--- config.mk ---
export PLATFORM = sky130hd
export DESIGN_NAME = hbm_bench_sched
export DESIGN_NICKNAME = d
export VERILOG_FILES = /design/src/rtl/hbm_bench_sched.sv
export SDC_FILE = /design/constraint.sdc
export NUM_CORES = 1
export LEC_CHECK = 0
export CORE_AREA = 2 2 340 342
export CTS_BUF_LIST = sky130_fd_sc_hd__clkbuf_2
export CTS_CLUSTER_SIZE = 30
export DETAILED_ROUTE_END_ITERATION = 12
export DIE_AREA = 0 0 342 344
export GPL_TIMING_DRIVEN = 0
export SKIP_CTS_REPAIR_TIMING = 1
export SYNTH_ARGS = -nofsm -noshare
export SYNTH_HDL_FRONTEND = slang
export SYNTH_SLANG_ARGS = --single-unit
--- constraint.sdc ---
create_clock -name clk_i -period 5.1 [get_ports clk_i]
set_input_delay 0.765 -clock clk_i [delete_from_list [all_inputs] [get_ports clk_i]]
set_output_delay 0.765 -clock clk_i [all_outputs]
set_load 0.02 [all_outputs]
--- src/rtl/hbm_bench_sched.sv ---
// ---------------------------------------------------------------------------
// hbm_bench_sched
//
// Run-level controller for a bank of HBM read/write benchmark engines.
// The host issues one run command (parameter word + engine mask + launch
// mode). The block broadcasts the parameter word, launches the enabled
// engines one at a time (sequential mode) or all together (concurrent mode),
// collects their end_of_exec pulses, and merges one engine's latency samples
// into count/sum/min/max statistics. An optional watchdog aborts a run that
// takes too long.
//
// Ports
//   clk_i, rst_ni            engine clock, asynchronous active-low reset
//   host_start_i             one-cycle run request (ignored while busy)
//   host_params_i            parameter word for the run
//   host_mask_i              engines enabled for the run
//   host_concurrent_i        1 = launch all enabled engines together
//   busy_o                   run in progress
//   done_o                   one-cycle pulse at run end
//   timeout_err_o            watchdog fired; sticky until next accepted start
//   engines_done_o           engines whose end_of_exec was seen this run
//   total_cycles_o           number of busy cycles of the run
//   lat_count_o/lat_sum_o    merged latency sample count (saturating) / sum
//   lat_min_o/lat_max_o      merged latency minimum / maximum
//   eng_start_o              per-engine one-cycle start pulse
//   eng_params_o             registered parameter word for all engines
//   eng_end_of_exec_i        per-engine completion pulse
//   eng_lat_valid_i          per-engine latency sample strobe
//   eng_lat_timer_i          per-engine 16-bit samples, engine i at [16i+15:16i]
// ---------------------------------------------------------------------------
module hbm_bench_sched #(
   parameter int unsigned NUM_ENGINES    = 8,
   parameter int unsigned PARAMS_BITS    = 256,
   parameter logic [31:0] TIMEOUT_CYCLES = 32'd0
) (
   input  logic                       clk_i,
   input  logic                       rst_ni,
   input  logic                       host_start_i,
   input  logic [PARAMS_BITS-1:0]     host_params_i,
   input  logic [NUM_ENGINES-1:0]     host_mask_i,
   input  logic                       host_concurrent_i,
   output logic                       busy_o,
   output logic                       done_o,
   output logic                       timeout_err_o,
   output logic [NUM_ENGINES-1:0]     engines_done_o,
   output logic [63:0]                total_cycles_o,
   output logic [31:0]                lat_count_o,
   output logic [63:0]                lat_sum_o,
   output logic [15:0]                lat_min_o,
   output logic [15:0]                lat_max_o,
   output logic [NUM_ENGINES-1:0]     eng_start_o,
   output logic [PARAMS_BITS-1:0]     eng_params_o,
   input  logic [NUM_ENGINES-1:0]     eng_end_of_exec_i,
   input  logic [NUM_ENGINES-1:0]     eng_lat_valid_i,
   input  logic [16*NUM_ENGINES-1:0]  eng_lat_timer_i
);

   localparam int unsigned IDX_W = (NUM_ENGINES > 1) ? $clog2(NUM_ENGINES) : 1;

   typedef enum logic [2:0] {
      S_IDLE,
      S_LAUNCH,
      S_WAIT,
      S_NEXT,
      S_DONE
   } state_e;

   // Index of the lowest set bit (0 when the vector is empty).
   function automatic logic [IDX_W-1:0] lowest_set(input logic [NUM_ENGINES-1:0] v);
      lowest_set = '0;
      for (int i = int'(NUM_ENGINES) - 1; i >= 0; i--) begin
         if (v[i]) lowest_set = IDX_W'(i);
      end
   endfunction

   state_e                   state_q, state_d;
   logic [NUM_ENGINES-1:0]   pending_q, pending_d;
   logic [NUM_ENGINES-1:0]   mask_q, mask_d;
   logic                     mode_q, mode_d;
   // Latency source engine: the engine being run in sequential mode, the
   // probe (lowest enabled engine) in concurrent mode.
   logic [IDX_W-1:0]         cur_q, cur_d;
   logic [PARAMS_BITS-1:0]   params_q, params_d;
   logic [NUM_ENGINES-1:0]   eng_start_q, eng_start_d;
   logic [NUM_ENGINES-1:0]   engines_done_q, engines_done_d;
   logic                     timeout_err_q, timeout_err_d;
   logic [63:0]              total_cycles_q, total_cycles_d;
   logic [31:0]              lat_count_q, lat_count_d;
   logic [63:0]              lat_sum_q, lat_sum_d;
   logic [15:0]              lat_min_q, lat_min_d;
   logic [15:0]              lat_max_q, lat_max_d;

   logic                     busy;
   logic                     wd_hit;
   logic [NUM_ENGINES-1:0]   new_ends;
   logic [15:0]              src_sample;
   logic [15:0]              lat_sample [NUM_ENGINES];

   for (genvar gi = 0; gi < NUM_ENGINES; gi++) begin : g_lat_split
      assign lat_sample[gi] = eng_lat_timer_i[16*gi +: 16];
   end

   assign busy       = (state_q == S_LAUNCH) || (state_q == S_WAIT) || (state_q == S_NEXT);
   assign new_ends   = eng_end_of_exec_i & mask_q;
   assign src_sample = lat_sample[cur_q];

   // total_cycles counts from S_LAUNCH entry, so it doubles as the watchdog
   // counter: the limit is reached on the cycle this count would hit it.
   assign wd_hit = (TIMEOUT_CYCLES != 32'd0) &&
                   ((total_cycles_q + 64'd1) >= {32'd0, TIMEOUT_CYCLES});

   always_ff @(posedge clk_i or negedge rst_ni) begin
      if (!rst_ni) state_q <= S_IDLE;
      else         state_q <= state_d;
   end

   always_comb begin
      state_d        = state_q;
      pending_d      = pending_q;
      mask_d         = mask_q;
      mode_d         = mode_q;
      cur_d          = cur_q;
      params_d       = params_q;
      eng_start_d    = '0;
      engines_done_d = engines_done_q;
      timeout_err_d  = timeout_err_q;
      total_cycles_d = total_cycles_q;
      lat_count_d    = lat_count_q;
      lat_sum_d      = lat_sum_q;
      lat_min_d      = lat_min_q;
      lat_max_d      = lat_max_q;

      if (busy) begin
         total_cycles_d = total_cycles_q + 64'd1;
         if (eng_lat_valid_i[cur_q]) begin
            if (lat_count_q != 32'hFFFF_FFFF) lat_count_d = lat_count_q + 32'd1;
            lat_sum_d = lat_sum_q + {48'd0, src_sample};
            if (src_sample < lat_min_q) lat_min_d = src_sample;
            if (src_sample > lat_max_q) lat_max_d = src_sample;
         end
      end

      case (state_q)
         S_IDLE: begin
            if (host_start_i) begin
               params_d       = host_params_i;
               pending_d      = host_mask_i;
               mask_d         = host_mask_i;
               mode_d         = host_concurrent_i;
               cur_d          = lowest_set(host_mask_i);
               engines_done_d = '0;
               timeout_err_d  = 1'b0;
               total_cycles_d = '0;
               lat_count_d    = '0;
               lat_sum_d      = '0;
               lat_max_d      = '0;
               lat_min_d      = 16'hFFFF;
               if (host_mask_i == '0) begin
                  state_d = S_DONE;
               end else begin
                  state_d     = S_LAUNCH;
                  eng_start_d = host_concurrent_i ? host_mask_i
                                                  : (NUM_ENGINES'(1) << cur_d);
               end
            end
         end
         S_LAUNCH: begin
            if (wd_hit) begin
               state_d       = S_DONE;
               timeout_err_d = 1'b1;
            end else begin
               state_d = S_WAIT;
            end
         end
         S_WAIT: begin
            engines_done_d = engines_done_q | new_ends;
            pending_d      = pending_q & ~new_ends;
            // Completion is checked before the watchdog so it wins a tie.
            if (mode_q && ((engines_done_q | new_ends) == mask_q)) begin
               state_d = S_DONE;
            end else if (!mode_q && new_ends[cur_q]) begin
               state_d = S_NEXT;
            end else if (wd_hit) begin
               state_d       = S_DONE;
               timeout_err_d = 1'b1;
            end
         end
         S_NEXT: begin
            if (pending_q == '0) begin
               state_d = S_DONE;
            end else if (wd_hit) begin
               state_d       = S_DONE;
               timeout_err_d = 1'b1;
            end else begin
               state_d     = S_LAUNCH;
               cur_d       = lowest_set(pending_q);
               eng_start_d = NUM_ENGINES'(1) << cur_d;
            end
         end
         S_DONE:  state_d = S_IDLE;
         default: state_d = S_IDLE;
      endcase
   end

   always_ff @(posedge clk_i or negedge rst_ni) begin
      if (!rst_ni) begin
         pending_q      <= '0;
         mask_q         <= '0;
         mode_q         <= 1'b0;
         cur_q          <= '0;
         params_q       <= '0;
         eng_start_q    <= '0;
         engines_done_q <= '0;
         timeout_err_q  <= 1'b0;
         total_cycles_q <= '0;
         lat_count_q    <= '0;
         lat_sum_q      <= '0;
         lat_min_q      <= 16'hFFFF;
         lat_max_q      <= '0;
      end else begin
         pending_q      <= pending_d;
         mask_q         <= mask_d;
         mode_q         <= mode_d;
         cur_q          <= cur_d;
         params_q       <= params_d;
         eng_start_q    <= eng_start_d;
         engines_done_q <= engines_done_d;
         timeout_err_q  <= timeout_err_d;
         total_cycles_q <= total_cycles_d;
         lat_count_q    <= lat_count_d;
         lat_sum_q      <= lat_sum_d;
         lat_min_q      <= lat_min_d;
         lat_max_q      <= lat_max_d;
      end
   end

   assign busy_o         = busy;
   assign done_o         = (state_q == S_DONE);
   assign timeout_err_o  = timeout_err_q;
   assign engines_done_o = engines_done_q;
   assign total_cycles_o = total_cycles_q;
   assign lat_count_o    = lat_count_q;
   assign lat_sum_o      = lat_sum_q;
   assign lat_min_o      = lat_min_q;
   assign lat_max_o      = lat_max_q;
   assign eng_start_o    = eng_start_q;
   assign eng_params_o   = params_q;

endmodule
==> flow_summary.toml, run 1 <==
[outcome]
outcome = "finished, final reports clean"

[critical_path]
crit_arrival_ns = 6.04
critical_path_required_ns = 6.28
crit_type = "flop to flop"
critPathMaxFanout = 10
end_kind = "flop"
cp-start-kind = "flop"

[timing]
max_freq_mhz = 205.6
worst_pin_slew_ns = 1.221
clock-skew-final_ns = 0.1419
setup_ws_ns = 0.2372
tns_ns = 0
post-route-period-util = 0.9535
drv_slew = 0
relSlewSlack = 0.1862
setup-violations-final = 0
period_needed_ns = 4.863
hold_viol = 0

[layout]
nets = 4342
nFillCells = 11689
drive_gt1_frac = 0.08824
areaGrowthSynthToFinish_pct = 62.41
fin_area_um2 = 38360

[power_and_ir_drop]
p_leak_nw = 17.06
irDropWorstVdd_uv = 368.3
powerDensity_nw_per_um2 = 535.7

[synth]
synthesis.instances = 2600
syn_area_per_cell_um2 = 9.084
ys_async_sr_fraction = 1.000
synth.top_cell.area_share = 0.4990
ys_seq_area_frac = 0.5168
yosysWarningCount = 0
synth_top_cell_by_area = "dfrtp_1"
synth_nets = 3062
synth_area_leaders = "dfrtp_1 50%, nand2_1 15%, mux4_2 3.3%, nor2_1 2.7%, ha_1 2.6%"
ys_types = 79
netlist_area_um2 = 23620
synth_ff_type = "dfrtp_1"
synth_edf_count = 0
synth_seq_cells = 487

[die]
rows = 124
fp.dieW_um = 342
floorplan.initialDensity = 0.2074
placeableCoreArea_um2 = 113900
ios = 879
die-area_um2 = 117600
die_h_um = 344

[routing]
first_iter_violations = 1725
remaining_drc_errors = 0
vias = 24607
ant_nets = 0
wirelength_um = 121800
firstDrtPassIters = 5
viasPerCell = 4.471
avgRoutedWirePerCell_um = 22.13

[clock_tree]
cts_made_buffers = 144
cts_sinks = 487
path_clk_slew_ns = 0.09
cts_tree = "yes"
clock_path_buffers = 3
clk_latency_ns = 1.42
cts_root_buf = "clkbuf_2"
h-tree-depth = 4

[placement]
port_buffers = 877
dp_hpwl_um = 95760
gp_congestion = 0.9288
place_ws_ns = -0.3278
placed_area_um2 = 34430

[global_route]
grt_pass1_vias = 23540
grt-ovfl-total = 0
grt_pass1_wl_um = 168200
track_usage = 0.1977
grt_max_degree = 107
antenna_found_initial = 29

[hold_path]
hp-class = "primary input to flop"

[job]
maxCapViolCount = 0
## flip-flops by register name (all words and copies together) (netlist names)
signal	cells
eng_params_o	256
mode_q	1
state_q	3
lat_min_o	16
eng_start_o	8
engines_done_o	8
lat_count_o	32
total_cycles_o	64
lat_sum_o	64
lat_max_o	16
pending_q	8
cur_q	3
mask_q	8
## synth_stat cells, types with 7 or more instances
cell type  instances
a21o_1            10
and2_1            11
nor3_1            19
xor2_1            49
inv_1             86
nor2_1           172
nor4_1            15
xnor2_1           45
o22ai_1           10
nor2b_1            7
nor3b_1            8
ha_1              49
nand2_1          913
dfrtp_1          471
dfstp_2           16
a211oi_1          29
or4_1              7
and4_1            16
clkbuf_1          95
and3_1            28
o211ai_1           7
nand2b_1           8
or3_1             33
mux4_2            35
a31oi_1            7
o31ai_1           12
o21ai_0           86
buf_2             13
mux2i_1           36
a21oi_1          109
nand3_1           63
nand4_1           51
## cells by family after synthesis
kind of cell,Yosys count,synth area share
compound gates,309,0.08222
other cells,1,0.0001588
mux,74,0.05033
buf+inv,203,0.03391
simple gates,1382,0.2549
xor+xnor,94,0.03486
flops,487,0.5168
fa+ha+maj,50,0.02681
## layout by cell type, fill, tap and decap left out, types with 7 or more instances in the layout
| master | n |
|---|---|
| nand2_1 | 913 |
| clkdlybuf4s50_1 | 876 |
| dfrtp_1 | 471 |
| dlygate4sd3_1 | 251 |
| clkbuf_2 | 211 |
| nor2_1 | 172 |
| a21oi_1 | 107 |
| clkbuf_1 | 94 |
| inv_1 | 86 |
| o21ai_0 | 85 |
| nand3_1 | 63 |
| nand4_1 | 51 |
| xor2_1 | 49 |
| ha_1 | 49 |
| xnor2_1 | 45 |
| mux4_2 | 35 |
| or3_1 | 33 |
| mux2i_1 | 29 |
| and3_1 | 28 |
| a211oi_1 | 27 |
| nor3_1 | 19 |
| clkinv_1 | 17 |
| and4_1 | 16 |
| dfstp_2 | 16 |
| nor4_1 | 15 |
| diode_2 | 14 |
| o31ai_1 | 12 |
| buf_2 | 11 |
| and2_1 | 11 |
| o22ai_1 | 10 |
| a21o_1 | 10 |
| nand2b_1 | 8 |
| nor3b_1 | 8 |
| nor2b_1 | 7 |
| a31oi_1 | 7 |
| o211ai_1 | 7 |
| or4_1 | 7 |
## metrics by stage
step,util,hold slack (ns),cells,total power [mW]
floorplan,-,0.4626,2600,11.80
global placement,0.3011,0.4578,4989,17.09
detailed placement,0.3024,0.4608,4994,17.11
CTS,0.3136,-0.8515,5238,20.38
global route,0.3367,-0.01731,5500,21.91
finish,0.3368,0.2194,5504,20.55
## worst paths after layout
check                                        from                end  slack (ns)  depth (start not counted)
worst max-delay path                     cur_q[2]      lat_sum_o[57]        0.24                         11
worst min-delay path            host_params_i[31]   eng_params_o[31]        0.22                          3
worst max register to register           cur_q[2]      lat_sum_o[57]        0.24                         11
worst min register to register  eng_params_o[184]  eng_params_o[184]        0.48                          2
max in group asynchronous                  rst_ni  eng_params_o[124]        2.45                          6
min in group asynchronous                  rst_ni       lat_min_o[6]        1.08                          3
## layer usage
layer | wire, um | track usage | vias to the layer above
met3 | 10310 | 0.07330 | 207
met2 | 56490 | 0.3114 | 976
met5 | 69 | 0 | -
met1 | 49910 | 0.2400 | 12025
met4 | 5007 | 0.09046 | 10
li1 | - | - | 11389
## final cells by class
class	instances	area, um^2	share of cell area
sequential	487	12210	0.3182
timing repair buffer	1134	11440	0.2983
multi-input combinational	1910	10690	0.2788
tap	1512	1892	0.04932
clock buffer	210	1051	0.02740
buffer	117	490.5	0.01279
inverter	86	322.8	0.008416
clock inverter	34	225.2	0.005871
antenna	14	35.03	0.0009133
## power by group
| part | leakage (nW) | switching (mW) | internal [mW] | total [mW] |
|---|---|---|---|---|
| logic | 9.83 | 6.70 | 4.51 | 11.2 |
| clock network | 0.965 | 1.94 | 1.18 | 3.12 |
| registers | 6.26 | 1.01 | 5.22 | 6.23 |
| total | 17.1 | 9.65 | 10.9 | 20.5 |
## worst max-delay path, stage by stage, from the launching register on
cell	delay, ns
dfrtp_1	0.37
buf_2	0.36
clkdlybuf4s15_1	0.85
mux2i_1	0.66
inv_1	0.24
ha_1	0.41
o21ai_0	0.15
a21o_1	0.27
a2111oi_4	0.49
o2111ai_2	0.38
or3_1	0.42
a21oi_1	0.14
Power figures use the tool's default switching activity.
==> inputs of run 2 (changes only) <==
- REMOVE_ABC_BUFFERS: default -> 1
==> run 2 against run 1 <==
Effect of this change:
- flip-flop and latch count stayed put
- power down 1.1%
- global-route usage decreased by 3.5 points
- hold slack lost 0.056 ns
- combinational power shrank 4%
- register-to-register slack better by 0.08 ns
- clock power is 5% higher
- sequential share of layout area decreased by 0.062 points
- clock-buffer cell count rose by 14
- critical path depth up 1
- final cell count decreased by 1.4%
- wire length decreased by 16%
- critical endpoint is now lat_sum_o[49]
- highest routed layer unchanged
==> flow_summary.toml, run 2 (same netlist as run 1, synthesis figures left out) <==
[critical_path]
crit_arrival_ns = 5.95
cp-startpoint = "cur_q[0]"
end_kind = "flop"
reg2regPathDepth = 12
critical_path_required_ns = 6.27
reg2reg_from = "cur_q[0]"
critPathMaxFanout = 13
crit_path_top_delay_cell = "dfrtp_4"
slowest_delay_ns = 0.65
crit_type = "flop to flop"
r2r_end = "lat_sum_o[49]"
cp-start-kind = "flop"
crit_chain = "buf_16 > mux4_2 > mux2i_4 > inv_1 > ha_1 > nand3_1 > o22ai_1 > a211oi_1 > a2111oi_2 > o2111ai_2 > or3_1 > a21oi_1"
reg2reg_slack_ns = 0.32

[power_and_ir_drop]
swShare = 0.4535
irDropWorstVdd_uv = 317.1
internal_power_mw = 11.10
switchingPower_mw = 9.214
seqPwrFrac = 0.307
p_leak_nw = 17.18
clockPowerShare = 0.162
pwr-share-comb = 0.531
powerDensity_nw_per_um2 = 528.3

[global_route]
track_usage = 0.1630
grt-ovfl-total = 0
grtUsageMet2 = 0.2565
use_met3 = 0.06481
grt_pass1_vias = 22519
grt_max_degree = 108
antenna_found_initial = 20
grt_pass1_wl_um = 144500
grt_util_met1 = 0.1982
busiest_layer = "met2"

[routing]
viasPerCell = 4.352
first_iter_violations = 1187
remaining_drc_errors = 0
wirelength_um = 102700
ant_nets = 0
vias = 23628
avgRoutedWirePerCell_um = 18.91
firstDrtPassIters = 5

[job]
maxCapViolCount = 0

[die]
ios = 879
die-area_um2 = 117600
placeableCoreArea_um2 = 113900
fp.dieW_um = 342
floorplan.initialDensity = 0.2074
die_h_um = 344
rows = 124

[layout]
nets = 4256
final_cell_mix = "912 x nand2_1, 876 x clkdlybuf4s50_1, 468 x dfrtp_1"
areaGrowthSynthToFinish_pct = 62.82
largest_register_ffs = 256
seq_area_um2 = 12210
mostFrequentLayoutCell = "nand2_1"
stdcell_count = 5429
multi_input_area_um2 = 10660
nFillCells = 11634
drive_gt1_frac = 0.09284

[clock_tree]
clk_latency_ns = 1.40
path_clk_slew_ns = 0.10
cts_tree = "yes"
cts_sinks = 487
clock_path_buffers = 3
h-tree-depth = 4
cts_made_buffers = 148
cts_root_buf = "clkbuf_2"

[timing]
setup-violations-final = 0
relSlewSlack = 0.3283
drv_slew = 0
hold-worst-slack_ns = 0.1638
hold_viol = 0
worst_pin_slew_ns = 1.008
post-route-period-util = 0.9379
clock-skew-final_ns = 0.1766
rsz0062_at_grt = "no"
tns_ns = 0
setup_ws_ns = 0.3168
period_needed_ns = 4.783
max_freq_mhz = 209.1

[placement]
port_buffers = 877
dp_cells = 4891
place_ws_ns = -0.4114
gp_congestion = 0.8482
dp_hpwl_um = 75670

[hold_path]
hold_path_depth = 3
hp-class = "primary input to flop"
min_from = "eng_end_of_exec_i[7]"
holdPathEnd = "engines_done_o[7]"

[outcome]
outcome = "finished, final reports clean"
[run 2: cell types whose count changed in the layout (fill, tap and decap cells not counted), moves of 4 or more]
cell,previous run,this run
clkbuf_1,94,0
clkbuf_2,211,224
buf_2,11,0
dlygate4sd3_1,251,261
buf_16,5,14
clkinv_1,17,24
diode_2,14,7
buf_12,0,6
buf_4,5,0
clkinv_4,1,5
clkinvlp_4,5,1
mux2i_1,29,33
[run 2: layer usage]
metal	part of all wire	wire [um]	vias up
li1	-	-	11213
met1	0.41	41930	11361
met2	0.47	48100	847
met3	0.092	9448	199
met4	0.031	3151	8
met5	0.00050	51	-
[run 2: final cells by class]
| type | count | share of cell area |
|---|---|---|
| clock inverter | 42 | 0.007451 |
| inverter | 86 | 0.008395 |
| clock buffer | 224 | 0.02915 |
| multi-input combinational | 1910 | 0.2772 |
| tap | 1512 | 0.04920 |
| timing repair buffer | 1161 | 0.3106 |
| antenna | 7 | 0.0004555 |
| sequential | 487 | 0.3176 |
[run 2: stage by stage]
stage	util	power [mW]	area [um^2]
detailed placement	0.3012	16.79	34300
global placement	0.2969	17.46	33810
finish	0.3377	20.32	38450
floorplan	-	11.83	23140
CTS	0.3136	20.27	35710
global route	0.3376	21.77	38450
[run 2: worst max-delay path by stage]
stage | slack (ns) | to
after global placement | -20.59 | mask_q[1]
after CTS | -0.55 | lat_sum_o[49]
after detailed placement | -0.41 | lat_sum_o[49]
after floorplan | -8.10 | cur_q[0]
final | 0.32 | lat_sum_o[49]
after global routing | 0.03 | lat_sum_o[49]
[run 2: critical path, delay by kind of cell (launching register included)]
kind	cells	cell delay [ns]
AOI/OAI and AO/OA	5	1.58
adders and majority gates	1	0.39
buffers and inverters	2	0.42
DFF	1	0.65
muxes	2	0.98
and+or+nand+nor	2	0.52
[run 2: power groups by stage]
| stage | Clock (mW) | Combinational, mW | Sequential [mW] |
|---|---|---|---|
| 2_1_floorplan | 0 | 4.22 | 7.62 |
| 3_3_place_gp | 0 | 10.9 | 6.55 |
| 3_5_place_dp | 0 | 10.5 | 6.33 |
| 4_1_cts | 3.47 | 10.5 | 6.29 |
| 5_1_grt | 3.64 | 11.7 | 6.41 |
| 6_report | 3.28 | 10.8 | 6.24 |
==> inputs of run 3 (changes only) <==
- CTS_CLUSTER_SIZE: 30 -> 28
==> results of run 3 <==
No change in the layout: final DEF, timing and power equal those of run 2.
